<file path="src/rtl/step_gen.sv">
`default_nettype none
// ============================================================================
// Module      : step_gen
// Description : Step/direction pulse generator. Accepts a signed step count
//               and a step period, drives dir, waits a direction setup time,
//               then emits |steps| pulses of fixed high time at the requested
//               period. Supports a graceful abort that never truncates a
//               pulse already in progress.
// Revision    : 1.0 - initial release
// ============================================================================
module step_gen #(
    parameter int NBITS     = 16,
    parameter int PBITS     = 16,
    parameter int PULSE_W   = 4,
    parameter int DIR_SETUP = 2
) (
    input  logic             clk,
    input  logic             rst,
    input  logic             start,
    input  logic [NBITS-1:0] steps,
    input  logic [PBITS-1:0] period,
    input  logic             abort,
    output logic             step,
    output logic             dir,
    output logic             busy,
    output logic             done,
    output logic [NBITS-1:0] remaining
);

    // Counter must hold both PULSE_W-1 / low time (PBITS) and DIR_SETUP-1 (8 bits)
    localparam int CW = (PBITS > 8) ? PBITS : 8;

    localparam logic [2:0] S_IDLE   = 3'd0;
    localparam logic [2:0] S_SETUP  = 3'd1;
    localparam logic [2:0] S_HIGH   = 3'd2;
    localparam logic [2:0] S_LOW    = 3'd3;
    localparam logic [2:0] S_FINISH = 3'd4;

    localparam logic [PBITS-1:0] c_min_period = PBITS'(PULSE_W + 1);
    localparam logic [CW-1:0]    c_pulse_last = CW'(PULSE_W - 1);
    localparam logic [CW-1:0]    c_setup_last = CW'(DIR_SETUP - 1);
    localparam logic [NBITS-1:0] c_one        = {{(NBITS-1){1'b0}}, 1'b1};

    logic [2:0]       r_state;
    logic [CW-1:0]    r_cnt;
    logic [PBITS-1:0] r_period;
    logic             r_abort;

    logic [NBITS-1:0] w_mag;
    logic [PBITS-1:0] w_eff_period;
    logic [CW-1:0]    w_low_last;
    logic             w_abort;

    // Unsigned magnitude of the request; the most negative value maps onto 2**(NBITS-1)
    assign w_mag        = steps[NBITS-1] ? ((~steps) + c_one) : steps;
    // Clamp period so the low phase is never shorter than one cycle
    assign w_eff_period = (period < c_min_period) ? c_min_period : period;
    // Low phase length minus one: effective period - PULSE_W - 1
    assign w_low_last   = CW'(r_period - c_min_period);
    // Abort seen now or earlier in this request
    assign w_abort      = abort | r_abort;

    // Request sequencing: accept, direction setup, pulse high/low, finish strobe
    always_ff @(posedge clk) begin
        if (rst) begin
            r_state   <= S_IDLE;
            r_cnt     <= '0;
            r_period  <= '0;
            r_abort   <= 1'b0;
            step      <= 1'b0;
            dir       <= 1'b0;
            busy      <= 1'b0;
            done      <= 1'b0;
            remaining <= '0;
        end else begin
            case (r_state)
                S_IDLE: begin
                    if (!busy) begin
                        // Accepting cycle: abort here is deliberately ignored
                        if (start) begin
                            remaining <= w_mag;
                            dir       <= steps[NBITS-1];
                            r_period  <= w_eff_period;
                            r_abort   <= 1'b0;
                            busy      <= 1'b1;
                        end
                    end else begin
                        // Load cycle following acceptance: choose setup or empty finish
                        r_abort <= w_abort;
                        if (remaining == '0) begin
                            r_state <= S_FINISH;
                            busy    <= 1'b0;
                            done    <= 1'b1;
                        end else begin
                            r_state <= S_SETUP;
                            r_cnt   <= c_setup_last;
                        end
                    end
                end

                S_SETUP: begin
                    r_abort <= w_abort;
                    if (w_abort) begin
                        r_state <= S_FINISH;
                        busy    <= 1'b0;
                        done    <= 1'b1;
                    end else if (r_cnt == '0) begin
                        r_state   <= S_HIGH;
                        step      <= 1'b1;
                        remaining <= remaining - c_one;
                        r_cnt     <= c_pulse_last;
                    end else begin
                        r_cnt <= r_cnt - 1'b1;
                    end
                end

                S_HIGH: begin
                    // High time always runs to completion, abort is only remembered
                    r_abort <= w_abort;
                    if (r_cnt == '0) begin
                        r_state <= S_LOW;
                        step    <= 1'b0;
                        r_cnt   <= w_low_last;
                    end else begin
                        r_cnt <= r_cnt - 1'b1;
                    end
                end

                S_LOW: begin
                    r_abort <= w_abort;
                    if (r_cnt == '0) begin
                        if ((remaining != '0) && !w_abort) begin
                            r_state   <= S_HIGH;
                            step      <= 1'b1;
                            remaining <= remaining - c_one;
                            r_cnt     <= c_pulse_last;
                        end else begin
                            r_state <= S_FINISH;
                            busy    <= 1'b0;
                            done    <= 1'b1;
                        end
                    end else begin
                        r_cnt <= r_cnt - 1'b1;
                    end
                end

                S_FINISH: begin
                    done    <= 1'b0;
                    r_state <= S_IDLE;
                end

                default: begin
                    r_state <= S_IDLE;
                    step    <= 1'b0;
                    busy    <= 1'b0;
                    done    <= 1'b0;
                end
            endcase
        end
    end

endmodule
`default_nettype wire

</file>
<file path="config.mk">
export PLATFORM = sky130hd
export DESIGN_NAME = step_gen
export DESIGN_NICKNAME = d
export VERILOG_FILES = /design/src/rtl/step_gen.sv
export SDC_FILE = /design/constraint.sdc
export NUM_CORES = 1
export LEC_CHECK = 0
export ABC_AREA = 1
export CAP_MARGIN = 25
export CORE_ASPECT_RATIO = 1.75
export CORE_UTILIZATION = 57
export CTS_BUF_LIST = sky130_fd_sc_hd__clkbuf_8
export CTS_CLUSTER_DIAMETER = 100
export DETAILED_ROUTE_END_ITERATION = 6
export PLACE_DENSITY = 0.82
export SLEW_MARGIN = 10
export SYNTH_ARGS = -nofsm -noshare
export SYNTH_HDL_FRONTEND = slang
export SYNTH_SLANG_ARGS = --single-unit
</file>
<file path="constraint.sdc">
create_clock -name clk -period 2 [get_ports clk]
set_input_delay 0.4 -clock clk [delete_from_list [all_inputs] [get_ports clk]]
set_output_delay 0.4 -clock clk [all_outputs]
set_load 0.005 [all_outputs]
</file>
# After elaboration in Yosys (flattened, before gate mapping)
# Cells that the tools add are included.
# Widths: inputs -> output; s select.
[word_totals]
regBits = 56
input_bits = 36
out_inout_bits = 20
word_cells = 106
[op_classes]
n_addsub = 4
n_lt_le_gt_ge = 1
n_eq_ne = 19
n_mux = 47
bitwise = 6
n_reduce_logical = 20
[op_table]
columns = ["operator", "count"]
rows = [
  ["$mux 16", 15],
  ["$pmux 16 s4", 1],
  ["$pmux 16 s3", 1],
  ["$logic_not 16->1", 2],
  ["$sub 16x1->16 const B", 2],
  ["$ne 2x2->1 const B", 12],
  ["$mux 3", 7],
  ["$mux 1", 18],
  ["$add 16x1->16 const B", 1],
  ["$lt 16x3->1 const B", 1],
  ["$not 16->16", 1],
  ["$reduce_bool 16->1", 1],
  ["$sub 16x3->16 const B", 1],
  ["$pmux 1 s4", 3],
  ["$pmux 3 s4", 1],
  ["$reduce_and 6->1", 2],
  ["$ne 3x3->1 const B", 3],
  ["$reduce_and 4->1", 2],
  ["$reduce_and 7->1", 1],
  ["$eq 3x2->1 const B", 2],
  ["$reduce_and 5->1", 1],
  ["$not 1->1", 4],
  ["$reduce_bool 4->1", 1],
  ["$reduce_or 2->1", 2],
  ["other kinds (12)", 12],
]

# Longest topological paths before layout
[depth]
word_depth = 6
mapped_depth = 13
ltp_nobuf = 13

# Least setup slack after synthesis
# Ideal clock, no wire load.
[synth_timing]
path_type = "reg-to-reg"
start = "reg r_cnt[0]"
end = "reg remaining[6]"
setup_ns = 0.116
arrival_ns = 1.538
required_time_ns = 1.884
setup_slack_ns = 0.346
path_stages_with_launch = 11
n_path_buf = 1
synth_period_minus_slack_ns = 1.654
path_cell_list = "dfxtp_1 > inv_1 > ha_1 > nand3_2 > nor2_1 > nand2_1 > o21ai_4 > nand3_2 > buf_4 > nor2_1 > nor2_1"
[synth_between]
elab_chain_cells = 3
elab_cells_between_ends = 4
classes_between = "eq/ne: 2; reduce/logical: 2"
[synth_lines]
columns = ["element", "line", "source"]
rows = [
  ["start, declared", "45", "logic [CW-1:0] r_cnt;"],
  ["start signal, assigned", "96", "r_cnt <= c_setup_last;"],
  ["start signal, assigned", "111", "r_cnt <= c_pulse_last;"],
  ["start signal, assigned", "113", "r_cnt <= r_cnt - 1'b1;"],
  ["$logic_not 16->1 (*)", "107, 131", ""],
  ["$ne 2x2->1 (no source line)", "n/a", ""],
  ["$reduce_and 7->1 (no source line) (*)", "n/a", ""],
  ["end signal, assigned", "81", "remaining <= w_mag;"],
  ["end signal, assigned", "110", "remaining <= remaining - c_one;"],
  ["end signal, assigned", "135", "remaining <= remaining - c_one;"],
  ["end, declared", "27", "output logic [NBITS-1:0] remaining"],
]
# Every way passes the cells marked *; elsewhere a longest branch is shown, timed or not.
# A chain may end at the register's enable or synchronous reset.

# Final worst setup path
[layout_timing]
start = "reg remaining[10]"
end = "reg remaining[8]"
[layout_between]
elab_chain_cells = 4
[layout_lines]
columns = ["element", "line", "source"]
rows = [
  ["$reduce_bool 16->1", "132", "if ((remaining != '0) && !w_abort) begin"],
  ["$logic_and 1x1->1", "132", ""],
  ["$ne 2x2->1 (no source line)", "n/a", ""],
  ["$reduce_and 7->1 (no source line)", "n/a", ""],
]
# Every way passes these cells.

==> summary.txt <==
Floorplanning
  • Die Wd: around 66 µm
  • Die height: about 110 µm
  • Row Count: 40
  • Die footprint: 7620 µm²
  • Placeable Area: 6960 µm²
  • Initial Utilization: 0.595
  • Number of I/O pins: 56

Layout
  • # diodes: 0
  • Final cell count without fillers: about 870
  • Post-layout util: 0.745
  • Post-route cell area: approximately 5200 µm²
  • Layout cells sized above 1: 0.103
  • Layout overhead on the synthesized area: 25.2%
  • Nets@finish: roughly 830

GRT
  • Antenna violations before repair: 0
  • Overall Global Routing Usage: 0.351
  • Global route overflow: 0
  • Largest net degree at the start of global routing: 33
  • First-pass GRT wire length: between 20000 and 25000 µm
  • Vias in the first global route: ~4700

Routing
  • Antenna viol nets, final: 0
  • Routed len/inst: ~14 µm
  • DR iter-0 viols: ~360
  • # DRC: 0
  • Post-DR vias/cell: approximately 5.6
  • Drt total wl: around 12000 µm
  • Drt first pass iters: 6
  • Via count: between 4000 and 5000

Power
  • Seq pwr share: 0.236
  • Power per Cell Area: 1510 nW/µm²
  • VDD IR-drop max: 1.17 mV
  • Sw Ratio: 0.494
  • Leakage: about 2.5 nW
  • Logic pwr share: 0.664
  • Cell Int Power: 0.00395 W
  • P_sw: a little under 0.004 W
  • Clock Power Share: 0.100

Worst setup path
  • CP endpoint kind: register
  • Crit Path Category: register to register
  • Crit Path Max Fanout: 15
  • Critical Path AT: around 2.1 ns
  • Critical Path Source Type: register
  • CP Data Required Time: 2.23 ns

Placed design
  • Post-Place Worst Slack: -0.0139 ns
  • Port Buf Inserts: 55
  • Final Wtd Congestion: about 0.96
  • Post-DP Area: between 4000 and 5000 µm²
  • Dpl hpwl: 9580 µm
  • Inst Count DP: around 860

Logic synthesis
  • Syn avg cell area: 5.87 µm²
  • Syn Std Cell Area: about 4100 µm²
  • Top-area cell type share of the netlist area: 0.271
  • Post-synth cell types: 37
  • Net count after synthesis: between 700 and 800
  • #FFs+latches synth: between 50 and 60
  • Mapped Cells: 705
  • YS warnings: 0
  • Largest area contributor in the netlist: dfxtp_1
  • Post-synthesis sequential area ratio: 0.271
  • Ranking of synthesized cells by area: dfxtp_1 27%, nand2_1 16%, nor2_1 14%

Clock tree
  • Clk Latency, worst-skew pair: 0.33 ns
  • Clk buf depth: 2
  • CTS tree: done
  • H-tree level count: 2
  • Cts hold-fix bufs: 0
  • Clock sinks: 56
  • CTS Root Cell: clkbuf_8
  • TritonCTS buffer count: 5
  • Clk slew on worst S/H paths: approximately 0.11 ns

STA
  • Minimum clock period after layout: 1.86 ns
  • Final Hold Fails: 0
  • Fmax: ~540 MHz
  • Max_slew headroom: 0.725
  • Period utilisation layout: 0.932
  • Final Setup Violations: 0
  • Clk_skew: about 0.0071 ns
  • Final Worst Setup Slack: 0.137 ns
  • Setup tns final: 0 ns
  • Worst Tran Pin Value: 0.411 ns
  • Fin. max-slew vios: 0

Worst hold path
  • Hold Crit Class: register to register

Run status
  • Status: finished, final reports clean

Run
  • Maxcap violations: 0
cells in the final DEF (no fill, tap or decap), drive strengths merged:
cell,n
nand2,178
nor2,161
inv,84
nand3,66
o21ai,57
dfxtp,56
clkdlybuf4s50,55
buf,37
a21oi,29
xor2,15
a211oi,9
nand4,9
clkbuf,5
ha,5
nor4,4
xnor2,4
nor3,3
nand3b,2
a21o,1
o2111ai,1
o31ai,1
o211ai,1
a31oi,1
clkinv,1
or2,1
bufinv,1
sequential cells by signal, summed over array words and instances, names as in the netlist:
| name | count |
|---|---|
| busy | 1 |
| dir | 1 |
| done | 1 |
| r_abort | 1 |
| r_cnt | 16 |
| r_period | 16 |
| r_state | 3 |
| remaining | 16 |
| step | 1 |
worst paths after layout:
kind / from / to / slack, ns / depth (start not counted)
max reg2reg: remaining[10] / remaining[8] / 0.14 / 10
min: done / done / 0.46 / 2
min reg2reg: done / done / 0.46 / 2
max: remaining[10] / remaining[8] / 0.14 / 10
power groups by stage:
stage / clock [W] / combinational, W / sequential [W]
2_1_floorplan: 0 / 0.00340 / 0.00180
3_3_place_gp: 0 / 0.00488 / 0.00185
3_5_place_dp: 0 / 0.00502 / 0.00185
4_1_cts: 0.000788 / 0.00506 / 0.00183
5_1_grt: 0.000824 / 0.00583 / 0.00189
6_report: 0.000780 / 0.00519 / 0.00184
kinds of logic (layout without fill, tap and decap cells):
group | after synthesis | count (layout) | share of synthesized area
fa+ha+maj | 5 | 5 | 0.0151
flops | 56 | 56 | 0.271
buf+inv | 101 | 183 | 0.0985
simple gates | 424 | 424 | 0.440
compound gates | 100 | 100 | 0.136
xor+xnor | 19 | 19 | 0.0402
critical path: stages, from the launching register on:
cell and delay (ns):
dfxtp_1 0.41, nor2_2 0.18, nand2_1 0.09, nor2_1 0.19, nand2_2 0.15, a21oi_4 0.20
buf_4 0.14, nor2_4 0.04, buf_12 0.14, o21ai_0 0.16, nor2_1 0.07
cells in the mapped netlist, drive strengths merged:
library cell / count
clkbuf: 12
nand3b: 2
a211oi: 9
a31oi: 1
nor2: 161
nor3: 3
nand3: 66
xnor2: 4
xor2: 15
buf: 6
ha: 5
o31ai: 1
inv: 82
a21oi: 29
o211ai: 1
or2: 1
clkinv: 1
nand4: 9
o21ai: 57
dfxtp: 56
o2111ai: 1
nor4: 4
a21o: 1
nand2: 178
per-stage QoR:
stage / total power [W] / hold slack, ns
3_3_place_gp: 0.00672 / 0.442
4_1_cts: 0.00768 / 0.461
6_report: 0.00782 / 0.465
3_5_place_dp: 0.00687 / 0.446
2_1_floorplan: 0.00520 / 0.442
5_1_grt: 0.00855 / 0.492
final cells by class:
cell class | instances | area [µm²]
inverter | 83 | 314
fill | 588 | 1770
multi-input combinational | 548 | 2650
tap | 84 | 105
clock buffer | 5 | 68.8
timing repair buffer | 92 | 882
sequential | 56 | 1120
clock inverter | 3 | 42.5
metal layers:
metal | global-route usage | up-vias | wire length (µm)
met5 | 0 | - | 0
li1 | - | 2410 | -
met2 | 0.667 | 149 | 6760
met4 | 0.260 | 0 | 851
met1 | 0.324 | 2245 | 4420
met3 | 0.0458 | 58 | 416
repair_timing:
| item | CTS | global route |
|---|---|---|
| buffers inserted | 0 | 4 |
| resized for setup | 0 | 12 |
| setup endpoints to repair | 0 | 18 |
No activity file was read; power rests on OpenSTA's default activity.
